===== src/rtl/bcd_hour_counter_cfg_if.sv =====
// Control/status bundle for bcd_hour_counter_cfg: preset, direction and display
// controls in; BCD count, display digits and status pulses out.
interface bcd_hour_counter_cfg_if;
  logic       EN;
  logic       UP;
  logic       LD;
  logic [3:0] LdH;
  logic [3:0] LdL;
  logic       ctrl;
  logic [3:0] CntH;
  logic [3:0] CntL;
  logic [3:0] DispH;
  logic [3:0] DispL;
  logic       PM;
  logic       CO;
  logic       ERR;

  modport master (
    output EN, UP, LD, LdH, LdL, ctrl,
    input  CntH, CntL, DispH, DispL, PM, CO, ERR
  );

  modport slave (
    input  EN, UP, LD, LdH, LdL, ctrl,
    output CntH, CntL, DispH, DispL, PM, CO, ERR
  );
endinterface


===== src/rtl/bcd_hour_counter_cfg.sv =====
// Two-digit BCD modulo-MOD up/down counter with validated preset, registered
// wrap/error pulses and a combinational 12-hour display path.
module bcd_hour_counter_cfg #(
  parameter int unsigned MOD     = 24,
  parameter int unsigned RST_VAL = 0
) (
  input logic                   CP,
  input logic                   CR,
  bcd_hour_counter_cfg_if.slave bus
);

  localparam logic [7:0] MODV   = 8'(MOD);
  localparam logic [3:0] RST_H  = 4'(RST_VAL / 10);
  localparam logic [3:0] RST_L  = 4'(RST_VAL % 10);
  localparam logic [3:0] MAX_H  = 4'((MOD - 1) / 10);
  localparam logic [3:0] MAX_L  = 4'((MOD - 1) % 10);
  localparam logic       EVEN   = ((MOD % 2) == 0);
  localparam logic [7:0] HALFV  = 8'(MOD / 2);
  localparam logic [3:0] HALF_H = 4'((MOD / 2) / 10);
  localparam logic [3:0] HALF_L = 4'((MOD / 2) % 10);

  logic [3:0] cnt_h, cnt_l;
  logic       co, err;
  logic [7:0] v, ld_v;
  logic       state_bad, ld_ok, at_max, at_zero;
  logic [3:0] disp_h, disp_l;
  logic       pm;

  // Decimal magnitudes are used only for range compares; the count itself stays BCD.
  always_comb begin
    v         = 8'(cnt_h) * 8'd10 + 8'(cnt_l);
    ld_v      = 8'(bus.LdH) * 8'd10 + 8'(bus.LdL);
    state_bad = (cnt_h > 4'd9) || (cnt_l > 4'd9) || (v >= MODV);
    ld_ok     = (bus.LdH <= 4'd9) && (bus.LdL <= 4'd9) && (ld_v < MODV);
    at_max    = (cnt_h == MAX_H) && (cnt_l == MAX_L);
    at_zero   = (cnt_h == 4'd0) && (cnt_l == 4'd0);
  end

  always_ff @(posedge CP or posedge CR) begin
    if (CR) begin
      cnt_h <= RST_H;
      cnt_l <= RST_L;
      co    <= 1'b0;
      err   <= 1'b0;
    end else begin
      co  <= 1'b0;
      err <= 1'b0;
      if (bus.LD) begin
        if (ld_ok) begin
          cnt_h <= bus.LdH;
          cnt_l <= bus.LdL;
        end else begin
          cnt_h <= '0;
          cnt_l <= '0;
          err   <= 1'b1;
        end
      end else if (state_bad) begin
        cnt_h <= '0;
        cnt_l <= '0;
        err   <= 1'b1;
      end else if (bus.EN) begin
        if (bus.UP) begin
          if (at_max) begin
            cnt_h <= '0;
            cnt_l <= '0;
            co    <= 1'b1;
          end else if (cnt_l == 4'd9) begin
            cnt_l <= '0;
            cnt_h <= cnt_h + 4'd1;
          end else begin
            cnt_l <= cnt_l + 4'd1;
          end
        end else begin
          if (at_zero) begin
            cnt_h <= MAX_H;
            cnt_l <= MAX_L;
            co    <= 1'b1;
          end else if (cnt_l == 4'd0) begin
            cnt_l <= 4'd9;
            cnt_h <= cnt_h - 4'd1;
          end else begin
            cnt_l <= cnt_l - 4'd1;
          end
        end
      end
    end
  end

  // 12-hour view: 0 shows H, values above H show v-H via digit-wise BCD subtract.
  always_comb begin
    disp_h = cnt_h;
    disp_l = cnt_l;
    if (EVEN && bus.ctrl) begin
      if (at_zero) begin
        disp_h = HALF_H;
        disp_l = HALF_L;
      end else if (v > HALFV) begin
        if (cnt_l < HALF_L) begin
          disp_l = cnt_l + 4'd10 - HALF_L;
          disp_h = cnt_h - HALF_H - 4'd1;
        end else begin
          disp_l = cnt_l - HALF_L;
          disp_h = cnt_h - HALF_H;
        end
      end
    end
    pm = EVEN ? (v >= HALFV) : 1'b0;
  end

  assign bus.CntH  = cnt_h;
  assign bus.CntL  = cnt_l;
  assign bus.DispH = disp_h;
  assign bus.DispL = disp_l;
  assign bus.PM    = pm;
  assign bus.CO    = co;
  assign bus.ERR   = err;

endmodule


===== src/flat_wrapper.sv =====
// flat-port wrapper written by rule: the top's interface ports become plain ports
module bcd_hour_counter_cfg_flat 
#(
  parameter int unsigned MOD     = 24,
  parameter int unsigned RST_VAL = 0
)
  (CP, CR, bus_EN, bus_UP, bus_LD, bus_LdH, bus_LdL, bus_ctrl, bus_CntH, bus_CntL, bus_DispH, bus_DispL, bus_PM, bus_CO, bus_ERR);
  bcd_hour_counter_cfg_if bus_i ();
  input logic CP;
  input logic CR;
  input wire logic [$bits(bus_i.EN)-1:0] bus_EN;
  input wire logic [$bits(bus_i.UP)-1:0] bus_UP;
  input wire logic [$bits(bus_i.LD)-1:0] bus_LD;
  input wire logic [$bits(bus_i.LdH)-1:0] bus_LdH;
  input wire logic [$bits(bus_i.LdL)-1:0] bus_LdL;
  input wire logic [$bits(bus_i.ctrl)-1:0] bus_ctrl;
  output wire logic [$bits(bus_i.CntH)-1:0] bus_CntH;
  output wire logic [$bits(bus_i.CntL)-1:0] bus_CntL;
  output wire logic [$bits(bus_i.DispH)-1:0] bus_DispH;
  output wire logic [$bits(bus_i.DispL)-1:0] bus_DispL;
  output wire logic [$bits(bus_i.PM)-1:0] bus_PM;
  output wire logic [$bits(bus_i.CO)-1:0] bus_CO;
  output wire logic [$bits(bus_i.ERR)-1:0] bus_ERR;
  assign bus_i.EN = bus_EN;
  assign bus_i.UP = bus_UP;
  assign bus_i.LD = bus_LD;
  assign bus_i.LdH = bus_LdH;
  assign bus_i.LdL = bus_LdL;
  assign bus_i.ctrl = bus_ctrl;
  assign bus_CntH = bus_i.CntH;
  assign bus_CntL = bus_i.CntL;
  assign bus_DispH = bus_i.DispH;
  assign bus_DispL = bus_i.DispL;
  assign bus_PM = bus_i.PM;
  assign bus_CO = bus_i.CO;
  assign bus_ERR = bus_i.ERR;
  bcd_hour_counter_cfg #(.MOD(MOD), .RST_VAL(RST_VAL)) u_core (.CP(CP), .CR(CR), .bus(bus_i));
endmodule

===== config.mk =====
export PLATFORM = sky130hd
export DESIGN_NAME = bcd_hour_counter_cfg_flat
export DESIGN_NICKNAME = d
export VERILOG_FILES = /design/src/rtl/bcd_hour_counter_cfg_if.sv /design/src/rtl/bcd_hour_counter_cfg.sv /design/src/flat_wrapper.sv
export SDC_FILE = /design/constraint.sdc
export NUM_CORES = 1
export LEC_CHECK = 0
export BUFFER_PORTS_ARGS = -buffer_cell sky130_fd_sc_hd__buf_2
export CAP_MARGIN = 40
export CORE_MARGIN = 5
export CORE_UTILIZATION = 55
export DETAILED_ROUTE_END_ITERATION = 12
export PLACE_DENSITY = 0.79
export SLEW_MARGIN = 20
export SYNTH_ARGS = -nofsm -noshare
export SYNTH_HDL_FRONTEND = slang
export SYNTH_SLANG_ARGS = --single-unit

===== constraint.sdc =====
create_clock -name CP -period 3.9 [get_ports CP]
set_clock_uncertainty 0.2 [all_clocks]
set_input_delay 0 -clock CP [delete_from_list [all_inputs] [get_ports CP]]
set_output_delay 0 -clock CP [all_outputs]
set_load 0.01 [all_outputs]

==> results of run 1 <==
cells in the mapped netlist, drive strengths merged, types with 4 or more instances:
cell type   n  area, um2
nor3        8       50.1
o21bai      4       30.0
nor2b       5       31.3
a211oi      4       35.0
and2        4       25.0
nand2      18       67.6
clkbuf      8       31.3
nor2       16       60.1
nand3      12       60.1
inv        14       52.6
o21ai      14       70.1
a21oi      14       70.1
ha         24        300
a31oi       4       25.0
dfrtp      10        250
buf         5       27.5
and3        4       25.0
xnor2       4       35.0
path summary, 6_finish.rpt:
kind                                 endpoint  cells after the start          startpoint  slack (ns)
hold reg to reg            u_core.bus.CntH[2]                      1  u_core.bus.CntH[2]        0.57
setup reg to reg           u_core.bus.CntL[0]                     10  u_core.bus.CntH[2]        0.29
setup / recovery           u_core.bus.CntL[0]                     10  u_core.bus.CntH[2]        0.29
min in group CP            u_core.bus.CntH[1]                      4              bus_UP        0.16
hold / removal             u_core.bus.CntH[0]                      3                  CR        0.08
max in group asynchronous  u_core.bus.CntL[1]                      3                  CR        3.14
cells by family (layout without fill, tap and decap cells):
logic type / Yosys count / count (layout)
fa+ha+maj: 27 / 27
compound gates: 73 / 73
flops: 10 / 10
mux: 4 / 4
simple gates: 79 / 79
xor+xnor: 5 / 5
buf+inv: 27 / 70
tightest hold or removal path, cell delays in order:
cell                            delay, ns
sky130_fd_sc_hd__dlygate4sd3_1       0.54
sky130_fd_sc_hd__buf_2               0.12
sky130_fd_sc_hd__inv_1               0.30
final cells by class:
type	count	area, um2	area share (%)
multi-input combinational	188	1430	65.9
sequential	10	250	11.6
tap	44	55.1	2.54
clock buffer	4	36.3	1.68
timing repair buffer	52	345	15.9
inverter	14	52.6	2.43
metal layers:
layer / part of all wire (%) / track usage, %
met5: 0 / 0
met4: 0 / 2.54
met3: 4.7 / 3.04
met2: 49 / 41.6
met1: 46 / 30.1
sequential cells by signal, summed over array words and instances (netlist names):
register,count
u_core.bus.CO,1
u_core.bus.CntH,4
u_core.bus.ERR,1
u_core.bus.CntL,4
what timing repair did:
item                                    in CTS  in global routing
resized for setup                            0                  1
hold buffers                                14                  0
endpoints found under the setup margin       0                  1
endpoints found under the hold margin       19                  0
through the flow:
stage	hold slack, ns	util [%]	area (um2)	power [mW]	worst slack [ns]
2_1_floorplan	-0.360	-	1780	1.25	0.868
3_3_place_gp	-0.201	64.3	1980	1.60	0.755
3_5_place_dp	-0.200	64.3	1980	1.60	0.695
4_1_cts	0.0586	70.0	2150	1.74	0.277
5_1_grt	0.124	70.4	2170	1.95	0.0471
6_report	0.0764	70.4	2170	1.78	0.291
report_power, final:
group / internal, mW / switching (mW)
registers: 0.144 / 0.0557
clock network: 0.0567 / 0.0379
logic: 0.640 / 0.841
==> reports/qor.json, run 1 <==
{
  "status": "complete, no violations",
  "cts_made_buffers": 3,
  "drt_total_wl_um": 4690,
  "critical_path.top_delay_family": "adder cells",
  "setup-tns-final_ns": 0,
  "synth_fa_ha_area_share_pct": 20.3,
  "final_common_cell": "sky130_fd_sc_hd__buf_2",
  "flops_latches_synth": 10,
  "timing.fmax_mhz": 277,
  "n_fill_cell": 258,
  "drt_iter0_drcs": 138,
  "clkSinkCount": 10,
  "timing.critical_path.cells": "ha_1 -> ha_1 -> fa_1 -> and4b_1 -> o21ai_0 -> nor3_2 -> o221ai_4 -> a21o_1 -> a21oi_1 -> dlygate4sd3_1",
  "slew_violations": 0,
  "post_synth_inst_count": 225,
  "avgSynthCellArea_um2": 7.90,
  "worst_skew_pair.late_latency_ns": 0.27,
  "rows": 20,
  "synth_edf_count": 0,
  "register_area_share_after_synthesis_pct": 14.1,
  "cp-end-kind": "flop",
  "main_combinational_cell_family_by_area_after_synthesis": "compound AO/OA/AOI/OAI gates",
  "report.final.hold_viol_count": 0,
  "yosys.cell_types.count": 56,
  "leakage_nw": 1.02,
  "initial_utilization_pct": 57.7,
  "drt_pass1_iterations": 4,
  "fin_crit_sh_pct": 92.5,
  "hp-class": "input port to asynchronous set/reset pin",
  "instances_no_fill": 312,
  "ys.flop_type": "sky130_fd_sc_hd__dfrtp_1",
  "postSynth.asyncResetShare_pct": 100,
  "count_of_max_cap_constraint_violations": 0,
  "critPathLaunchType": "flop",
  "critical_path.most_common_cell": "sky130_fd_sc_hd__ha_1",
  "cts_tree": "built",
  "post_synth_and_or_nand_nor_area_fraction_pct": 23.7,
  "synth_area_um2": 1780,
  "cts_setup_buffers": 0,
  "final_cell_mix": "32 x sky130_fd_sc_hd__buf_2, 24 x sky130_fd_sc_hd__ha_1, 18 x sky130_fd_sc_hd__nand2_1",
  "routabilityCongestion": 0.837,
  "power.density_nw_per_um2": 820,
  "clock_path_buffers": 2,
  "path_clk_slew_ns": 0.07,
  "ioPinCount": 33,
  "place_inst": 294,
  "synth.mux.area_fraction_pct": 2.61,
  "gr-total-overflow": 0,
  "final_stage_net_count": 310,
  "critPathArrivalTime_ns": 3.61,
  "irDropWorstVdd_mv": 0.407,
  "via_count": 1874,
  "grt_first_pass_wirelength_um": 8280,
  "io_buffer_count": 32,
  "grt_antenna_before_repair": 0,
  "critical-path-slowest-cell": "sky130_fd_sc_hd__dlygate4sd3_1",
  "syn-num-nets": 266,
  "syn_to_final_growth_pct": 21.9,
  "worstPathMaxFanout": 13,
  "clock_tree.htree_level_count": 1,
  "tightestPinTransition_ns": 0.566,
  "die_height_um": 66.8,
  "period_minus_slack_ns": 3.61,
  "core_um2": 3080,
  "antenna_violating_nets_post_route": 0,
  "drive_gt1_share_pct": 20.5,
  "avgRoutedWirePerCell_um": 15.0,
  "clock_tree.root_cell": "sky130_fd_sc_hd__clkbuf_4",
  "cpPeakStageDelay_ns": 0.55,
  "yosys_warnings": 0,
  "dieWidth_um": 66.8,
  "critical_path_buf_inv_count": 1,
  "hpwlAfterDp_um": 3450,
  "setup_repair_after_global_routing_missed_its_margin": "false",
  "ant_diodes": 0,
  "critPathKind": "flop to flop",
  "post_drt_via_cell_ratio": 6.01,
  "maxSlewHeadroom_pct": 62.1,
  "drcViolationCount": 0,
  "die_area_um2": 4470,
  "grt_pass1_vias": 1918,
  "finalSetupViolations": 0,
  "synth_xor_area_share_pct": 2.46,
  "synth_compound_gate_area_share_pct": 30.6,
  "cp.required_ns": 3.90,
  "track_usage_pct": 23.1,
  "grt_start_max_net_pins": 19
}
(Power assumes the default switching activity.)
==> run 2: changes to the inputs <==
==> constraint.sdc (replaced) <==
create_clock -name CP -period 3.9 [get_ports CP]
set_clock_uncertainty 0.2 [all_clocks]
set_input_delay 0.39 -clock CP [delete_from_list [all_inputs] [get_ports CP]]
set_output_delay 0.39 -clock CP [all_outputs]
set_load 0.01 [all_outputs]
==> run 2 against run 1 <==
  * Clock power down 27%
  * Final cell count down 3.2%
  * Setup slack worse by 0.14 ns
  * Critical path depth unchanged
  * Routed wire length down 5.3%
  * Sequential power down 9.5%
  * Global-route usage down 1.3 points
  * Utilization down 4.1 points
  * Count of clock-buffer cells in the layout down 1
  * Worst hold slack better by 0.079 ns
  * First-iteration DRC count up 4.3%
  * Non-clock buffer count down 9
  * Critical path type is now flop to output pin
  * Largest cell class unchanged
  * Largest power group unchanged
==> reports/qor.json, run 2 (synthesized netlist as in run 1, its figures left out) <==
{
  "tightestPinTransition": {"value": 0.605, "unit": "ns", "change": "was 0.566 ns"},
  "grt_busiest_layer": {"value": "met2", "change": "unchanged"},
  "grt_first_pass_wirelength": {"value": 7780, "unit": "um", "change": "was 8280 um"},
  "rows": {"value": 20, "change": "unchanged"},
  "slew_violations": {"value": 0, "change": "unchanged"},
  "final_cell_area": {"value": 2040, "unit": "um2", "change": "was 2170 um2"},
  "final_stage_net_count": {"value": 301, "change": "was 310"},
  "grt_start_max_net_pins": {"value": 19, "change": "unchanged"},
  "cts_made_buffers": {"value": 3, "change": "unchanged"},
  "die_area": {"value": 4470, "unit": "um2", "change": "unchanged"},
  "groute.layer.met1.usage": {"value": 31.0, "unit": "%", "change": "was 30.1%"},
  "timing.critical_path.cells": {"value": "ha_1 -> ha_1 -> fa_1 -> and4_4 -> o32a_4 -> o211ai_4 -> buf_4 -> nand3_1 -> mux2i_1 -> buf_2", "change": "was ha_1 -> ha_1 -> fa_1 -> and4b_1 -> o21ai_0 -> nor3_2 -> o221ai_4 -> a21o_1 -> a21oi_1 -> dlygate4sd3_1"},
  "final_common_cell": {"value": "sky130_fd_sc_hd__buf_2", "change": "unchanged"},
  "dieWidth": {"value": 66.8, "unit": "um", "change": "unchanged"},
  "grt_pass1_vias": {"value": 1714, "change": "was 1918"},
  "drt_pass1_iterations": {"value": 7, "change": "was 4"},
  "irDropWorstVdd": {"value": 0.344, "unit": "mV", "change": "was 0.407 mV"},
  "die_height": {"value": 66.8, "unit": "um", "change": "unchanged"},
  "post_drt_via_cell_ratio": {"value": 5.90, "change": "was 6.01"},
  "n_fill_cell": {"value": 288, "change": "was 258"},
  "worstPathMaxFanout": {"value": 8, "change": "was 13"},
  "drt_iter0_drcs": {"value": 144, "change": "was 138"},
  "critPathArrivalTime": {"value": 3.16, "unit": "ns", "change": "was 3.61 ns"},
  "critPathKind": {"value": "flop to output pin", "change": "was flop to flop"},
  "post-route-util": {"value": 66.3, "unit": "%", "change": "was 70.4%"},
  "core": {"value": 3080, "unit": "um2", "change": "unchanged"},
  "status": {"value": "complete, no violations", "change": "unchanged"},
  "groute.layer.met2.usage": {"value": 34.5, "unit": "%", "change": "was 41.6%"},
  "timing.fmax": {"value": 267, "unit": "MHz", "change": "was 277 MHz"},
  "cp-end-kind": {"value": "output pin", "change": "was flop"},
  "io_buffer_count": {"value": 32, "change": "unchanged"},
  "report.final.hold_viol_count": {"value": 0, "change": "unchanged"},
  "hp-class": {"value": "input port to flop", "change": "was input port to asynchronous set/reset pin"},
  "grt_antenna_before_repair": {"value": 0, "change": "unchanged"},
  "clock_path_buffers": {"value": 2, "change": "unchanged"},
  "path_clk_slew": {"value": 0.07, "unit": "ns", "change": "about the same"},
  "setup-tns-final": {"value": 0, "unit": "ns", "change": "unchanged"},
  "clock_tree.htree_level_count": {"value": 1, "change": "unchanged"},
  "finalSetupViolations": {"value": 0, "change": "unchanged"},
  "power.density": {"value": 858, "unit": "nW/um2", "change": "was 820 nW/um2"},
  "drive_gt1_share": {"value": 22.5, "unit": "%", "change": "was 20.5%"},
  "count_of_max_cap_constraint_violations": {"value": 0, "change": "unchanged"},
  "critPathLaunchType": {"value": "flop", "change": "unchanged"},
  "worst_skew_pair.late_latency": {"value": 0.27, "unit": "ns", "change": "about the same"},
  "met3_usage": {"value": 3.04, "unit": "%", "change": "unchanged"},
  "gr-total-overflow": {"value": 0, "change": "unchanged"},
  "leakage": {"value": 0.978, "unit": "nW", "change": "was 1.02 nW"},
  "routabilityCongestion": {"value": 0.914, "change": "was 0.837"},
  "drcViolationCount": {"value": 0, "change": "unchanged"},
  "cts_tree": {"value": "built", "change": "unchanged"},
  "critical_path.top_delay_family": {"value": "adder cells", "change": "unchanged"},
  "initial_utilization": {"value": 57.7, "unit": "%", "change": "unchanged"},
  "drt_total_wl": {"value": 4440, "unit": "um", "change": "was 4690 um"},
  "critical-path-slowest-cell": {"value": "sky130_fd_sc_hd__fa_1", "change": "was sky130_fd_sc_hd__dlygate4sd3_1"},
  "setup_repair_after_global_routing_missed_its_margin": {"value": "false", "change": "unchanged"},
  "clock_tree.root_cell": {"value": "sky130_fd_sc_hd__clkbuf_4", "change": "unchanged"},
  "track_usage": {"value": 21.9, "unit": "%", "change": "was 23.1%"},
  "fin_crit_sh": {"value": 96.2, "unit": "%", "change": "was 92.5%"},
  "cp.required": {"value": 3.31, "unit": "ns", "change": "was 3.90 ns"},
  "final_cell_mix": {"value": "32 x sky130_fd_sc_hd__buf_2, 24 x sky130_fd_sc_hd__ha_1, 18 x sky130_fd_sc_hd__nand2_1", "change": "unchanged"},
  "critical_path.most_common_cell": {"value": "sky130_fd_sc_hd__ha_1", "change": "unchanged"},
  "ant_diodes": {"value": 0, "change": "unchanged"},
  "clkSinkCount": {"value": 10, "change": "unchanged"},
  "hpwlAfterDp": {"value": 3390, "unit": "um", "change": "was 3450 um"},
  "placedInstanceArea": {"value": 1990, "unit": "um2", "change": "was 1980 um2"},
  "period_minus_slack": {"value": 3.75, "unit": "ns", "change": "was 3.61 ns"},
  "antenna_violating_nets_post_route": {"value": 0, "change": "unchanged"},
  "syn_to_final_growth": {"value": 14.9, "unit": "%", "change": "was 21.9%"},
  "critical_path_buf_inv_count": {"value": 2, "change": "was 1"},
  "via_count": {"value": 1783, "change": "was 1874"},
  "cpPeakStageDelay": {"value": 0.49, "unit": "ns", "change": "was 0.55 ns"},
  "ioPinCount": {"value": 33, "change": "unchanged"},
  "maxSlewHeadroom": {"value": 59.5, "unit": "%", "change": "was 62.1%"},
  "avgRoutedWirePerCell": {"value": 14.7, "unit": "um", "change": "was 15.0 um"}
}
## run 2: cell types whose count changed in the layout (fill, tap and decap cells not counted)
cell,delta
sky130_fd_sc_hd__o221ai_2,+1
sky130_fd_sc_hd__dlygate4sd3_1,-13
sky130_fd_sc_hd__clkbuf_8,-1
sky130_fd_sc_hd__o221ai_4,-1
sky130_fd_sc_hd__buf_4,+4
## run 2: worst min-delay path: stages
cell	delay [ns]
sky130_fd_sc_hd__buf_2	0.09
sky130_fd_sc_hd__nand2_1	0.05
sky130_fd_sc_hd__a21oi_1	0.05
## run 2: final cells by class
class,count,area [um2],area share (%)
tap,44,55.1,2.70
timing repair buffer,43,245,12.0
clock buffer,3,22.5,1.10
multi-input combinational,188,1420,69.3
sequential,10,250,12.3
inverter,14,52.6,2.58
## run 2: per-stage QoR
stage / setup WS, ns / std cells / power, mW / hold slack [ns]
after floorplan: 0.478 / 225 / 1.25 / 0.0302
after global placement: 0.486 / 295 / 1.61 / 0.194
after detailed placement: 0.436 / 295 / 1.62 / 0.191
after CTS: 0.141 / 299 / 1.70 / 0.158
after global routing: 0.00365 / 302 / 1.95 / 0.176
final: 0.149 / 302 / 1.75 / 0.155
## run 2: worst paths after layout
path | start | endpoint | slack, ns | cells past startpoint
max | u_core.bus.CntH[1] | bus_DispH[0] | 0.15 | 10
min | bus_LdL[0] | u_core.bus.CntL[0] | 0.15 | 3
max reg2reg | u_core.bus.CntH[1] | u_core.bus.CntH[3] | 0.61 | 10
min reg2reg | u_core.bus.CntH[2] | u_core.bus.CntH[2] | 0.55 | 2
max in group asynchronous | CR | u_core.bus.CntH[3] | 2.77 | 3
min in group asynchronous | CR | u_core.bus.CntL[3] | 0.45 | 3
## run 2: what timing repair did
| action | in CTS | in global routing |
|---|---|---|
| hold buffers | 1 | 0 |
| setup endpoints to repair | 0 | 2 |
| endpoints found under the hold margin | 10 | 0 |
| setup buffers | 0 | 3 |
| gates resized for setup | 0 | 0 |
## run 2: per-layer routing
metal  up-vias  part of all wire, %
li1        905                    -
met1       817                   47
met2        55                   46
met3         6                  5.2
met4         0                  1.2
met5         -                    0
## run 2: where the power goes
group	switching (mW)	leakage (nW)	internal, mW
clock network	0.0339	0.0138	0.0356
logic	0.850	0.833	0.650
registers	0.0368	0.132	0.145
==> run 3: changes to the inputs <==
--- a/config.mk
+++ b/config.mk
@@ -7,10 +7,12 @@
 export LEC_CHECK = 0
 export BUFFER_PORTS_ARGS = -buffer_cell sky130_fd_sc_hd__buf_2
 export CAP_MARGIN = 40
+export CELL_PAD_IN_SITES_DETAIL_PLACEMENT = 0
+export CELL_PAD_IN_SITES_GLOBAL_PLACEMENT = 1
 export CORE_MARGIN = 5
-export CORE_UTILIZATION = 55
+export CORE_UTILIZATION = 41
 export DETAILED_ROUTE_END_ITERATION = 12
-export PLACE_DENSITY = 0.79
+export PLACE_DENSITY_LB_ADDON = 0.1
 export SLEW_MARGIN = 20
 export SYNTH_ARGS = -nofsm -noshare
 export SYNTH_HDL_FRONTEND = slang
==> run 3 against run 2 <==
  * Utilization fell by 18 points
  * Combinational power fell by 3%
  * Die area rose by 29%
  * Sequential cell count did not move
  * Critical endpoint is now bus_DispH[3]
  * Maximum frequency rose by 1.2%
  * Critical path type unchanged
  * Final cell count rose by 2.0%
  * Final area rose by 0.67%
  * First-iteration DRC count fell by 39%
  * Non-clock buffer count fell by 2
  * Register-to-register slack improved by 0.12 ns
==> reports/qor.json, run 3 (synthesized netlist as in run 1, its figures left out) <==
{
  "drt_pass1_iterations": {"value": 5, "change": "was 7"},
  "timing.hold.worst_path_depth": {"value": 3, "change": "unchanged"},
  "critical_path.most_common_cell": {"value": "sky130_fd_sc_hd__ha_1", "change": "unchanged"},
  "clkSinkCount": {"value": 10, "change": "unchanged"},
  "hpwlAfterDp": {"value": 3720, "unit": "um", "change": "was 3390 um"},
  "avgRoutedWirePerCell": {"value": 15.3, "unit": "um", "change": "was 14.7 um"},
  "io_buffer_count": {"value": 32, "change": "unchanged"},
  "finalSetupViolations": {"value": 0, "change": "unchanged"},
  "die_area": {"value": 5750, "unit": "um2", "change": "was 4470 um2"},
  "drcViolationCount": {"value": 0, "change": "unchanged"},
  "final_cell_area": {"value": 2050, "unit": "um2", "change": "was 2040 um2"},
  "antenna_violating_nets_post_route": {"value": 0, "change": "unchanged"},
  "die_height": {"value": 75.8, "unit": "um", "change": "was 66.8 um"},
  "instances_no_fill": {"value": 308, "change": "was 302"},
  "drt_total_wl": {"value": 4720, "unit": "um", "change": "was 4440 um"},
  "drt_iter0_drcs": {"value": 88, "change": "was 144"},
  "routabilityCongestion": {"value": 0.790, "change": "was 0.914"},
  "critical_path_buf_inv_count": {"value": 1, "change": "was 2"},
  "ant_diodes": {"value": 0, "change": "unchanged"},
  "critical_path.top_delay_family": {"value": "adder cells", "change": "unchanged"},
  "post-route-util": {"value": 48.2, "unit": "%", "change": "was 66.3%"},
  "p_total": {"value": 1.75, "unit": "mW", "change": "about the same"},
  "clock_tree.htree_level_count": {"value": 1, "change": "unchanged"},
  "cts_tree": {"value": "built", "change": "unchanged"},
  "drive_gt1_share": {"value": 21.9, "unit": "%", "change": "was 22.5%"},
  "grt_pass1_vias": {"value": 1710, "change": "was 1714"},
  "critical-path-slowest-cell": {"value": "sky130_fd_sc_hd__fa_1", "change": "unchanged"},
  "cp-end-kind": {"value": "output pin", "change": "unchanged"},
  "maxSlewHeadroom": {"value": 59.5, "unit": "%", "change": "about the same"},
  "count_of_max_cap_constraint_violations": {"value": 0, "change": "unchanged"},
  "gr-total-overflow": {"value": 0, "change": "unchanged"},
  "track_usage": {"value": 17.7, "unit": "%", "change": "was 21.9%"},
  "clock_path_buffers": {"value": 2, "change": "unchanged"},
  "initial_utilization": {"value": 41.7, "unit": "%", "change": "was 57.7%"},
  "rows": {"value": 24, "change": "was 20"},
  "core": {"value": 4260, "unit": "um2", "change": "was 3080 um2"},
  "regToRegSetupSlack": {"value": 0.73, "unit": "ns", "change": "was 0.61 ns"},
  "tightestPinTransition": {"value": 0.607, "unit": "ns", "change": "was 0.605 ns"},
  "final_common_cell": {"value": "sky130_fd_sc_hd__buf_2", "change": "unchanged"},
  "timing.fmax": {"value": 270, "unit": "MHz", "change": "was 267 MHz"},
  "place_worst_setup_slack": {"value": 0.444, "unit": "ns", "change": "was 0.436 ns"},
  "final_stage_net_count": {"value": 299, "change": "was 301"},
  "period_minus_slack": {"value": 3.70, "unit": "ns", "change": "was 3.75 ns"},
  "leakage": {"value": 0.975, "unit": "nW", "change": "was 0.978 nW"},
  "placedInstanceArea": {"value": 2000, "unit": "um2", "change": "was 1990 um2"},
  "critPathKind": {"value": "flop to output pin", "change": "unchanged"},
  "cp.required": {"value": 3.31, "unit": "ns", "change": "about the same"},
  "setup_repair_after_global_routing_missed_its_margin": {"value": "false", "change": "unchanged"},
  "fin_crit_sh": {"value": 95.0, "unit": "%", "change": "was 96.2%"},
  "number_of_cells_traversed_by_the_worst_register_to_register_path": {"value": 9, "change": "was 10"},
  "grt_first_pass_wirelength": {"value": 7990, "unit": "um", "change": "was 7780 um"},
  "via_count": {"value": 1749, "change": "was 1783"},
  "cell_depth_of_the_worst_setup_path": {"value": 9, "change": "was 10"},
  "grt_start_max_net_pins": {"value": 19, "change": "unchanged"},
  "timing.critical_path.cells": {"value": "ha_1 -> ha_1 -> fa_1 -> and4_4 -> o32a_4 -> o211ai_4 -> nand4_1 -> mux2_4 -> buf_2", "change": "was ha_1 -> ha_1 -> fa_1 -> and4_4 -> o32a_4 -> o211ai_4 -> buf_4 -> nand3_1 -> mux2i_1 -> buf_2"},
  "status": {"value": "complete, no violations", "change": "unchanged"},
  "regToRegStartpoint": {"value": "u_core.bus.CntH[1]", "change": "unchanged"},
  "r2r_end": {"value": "u_core.bus.CntH[3]", "change": "unchanged"},
  "hold_ws": {"value": 0.201, "unit": "ns", "change": "was 0.155 ns"},
  "cpPeakStageDelay": {"value": 0.49, "unit": "ns", "change": "about the same"},
  "clock_tree.root_cell": {"value": "sky130_fd_sc_hd__clkbuf_8", "change": "was sky130_fd_sc_hd__clkbuf_4"},
  "post_drt_via_cell_ratio": {"value": 5.68, "change": "was 5.90"},
  "worst_skew_pair.late_latency": {"value": 0.23, "unit": "ns", "change": "was 0.27 ns"},
  "path_clk_slew": {"value": 0.04, "unit": "ns", "change": "was 0.07 ns"},
  "setup-tns-final": {"value": 0, "unit": "ns", "change": "unchanged"},
  "whs_endpoint": {"value": "u_core.bus.CntL[0]", "change": "unchanged"},
  "power.density": {"value": 851, "unit": "nW/um2", "change": "was 858 nW/um2"},
  "syn_to_final_growth": {"value": 15.6, "unit": "%", "change": "was 14.9%"},
  "critPathArrivalTime": {"value": 3.11, "unit": "ns", "change": "was 3.16 ns"},
  "worstPathMaxFanout": {"value": 10, "change": "was 8"},
  "worst_slack": {"value": 0.195, "unit": "ns", "change": "was 0.149 ns"},
  "cts_resized": {"value": 0, "change": "unchanged"},
  "place_inst": {"value": 304, "change": "was 295"},
  "slew_violations": {"value": 0, "change": "unchanged"},
  "dieWidth": {"value": 75.8, "unit": "um", "change": "was 66.8 um"},
  "grt_antenna_before_repair": {"value": 0, "change": "unchanged"},
  "cts_made_buffers": {"value": 3, "change": "unchanged"},
  "ioPinCount": {"value": 33, "change": "unchanged"},
  "cts_setup_buffers": {"value": 0, "change": "unchanged"},
  "irDropWorstVdd": {"value": 0.356, "unit": "mV", "change": "was 0.344 mV"},
  "report.final.hold_viol_count": {"value": 0, "change": "unchanged"},
  "final_cell_mix": {"value": "32 x sky130_fd_sc_hd__buf_2, 24 x sky130_fd_sc_hd__ha_1, 18 x sky130_fd_sc_hd__nand2_1", "change": "unchanged"},
  "critPathLaunchType": {"value": "flop", "change": "unchanged"},
  "min_from": {"value": "bus_LdL[0]", "change": "unchanged"},
  "hp-class": {"value": "input port to flop", "change": "unchanged"}
}
[run 3: cell types whose count changed in the layout (fill, tap and decap cells not counted)]
cell	before	now
sky130_fd_sc_hd__clkbuf_8	0	3
sky130_fd_sc_hd__clkbuf_4	3	0
sky130_fd_sc_hd__buf_4	10	8
[run 3: worst max path at each step]
stage,to,start
CTS,bus_DispH[3],u_core.bus.CntH[1]
global route,bus_DispH[3],u_core.bus.CntH[0]
finish,bus_DispH[3],u_core.bus.CntH[1]
detailed placement,bus_DispH[3],u_core.bus.CntH[1]
floorplan,bus_DispL[3],u_core.bus.CntH[1]
global placement,bus_DispH[3],u_core.bus.CntH[1]
[run 3: repair_timing]
action	in CTS	in global routing
hold endpoints to repair	10	0
endpoints found under the setup margin	0	0
hold buffers	1	0
[run 3: metal layers]
metal	GRT usage, %	part of all wire [%]	up-vias
met5	0	0	-
met4	3.11	0.76	0
met3	1.85	5.4	4
met2	29.2	45	50
met1	25.2	49	794
li1	-	-	901
[run 3: worst register-to-register path: stages (launching register included)]
cell	delay (ns)
sky130_fd_sc_hd__dfrtp_1	0.37
sky130_fd_sc_hd__ha_1	0.32
sky130_fd_sc_hd__ha_1	0.22
sky130_fd_sc_hd__fa_1	0.54
sky130_fd_sc_hd__and4b_1	0.20
sky130_fd_sc_hd__o21ai_0	0.10
sky130_fd_sc_hd__nor3_2	0.30
sky130_fd_sc_hd__o221ai_2	0.32
sky130_fd_sc_hd__o21bai_1	0.26
sky130_fd_sc_hd__a211oi_1	0.25
[run 3: power by group]
group / leakage [nW] / internal [mW] / total (mW) / switching (mW)
sequential: 0.132 / 0.145 / 0.184 / 0.0387
clock: 0.0216 / 0.0670 / 0.101 / 0.0340
combinational: 0.822 / 0.614 / 1.46 / 0.848
[run 3: final cells by class]
class / instances / area [um2]
Inverter: 14 / 52.6
Sequential cell: 10 / 250
Tap cell: 52 / 65.1
Timing Repair Buffer: 41 / 230
Multi-Input combinational cell: 188 / 1420
Clock buffer: 3 / 41.3
Fill cell: 449 / 2210
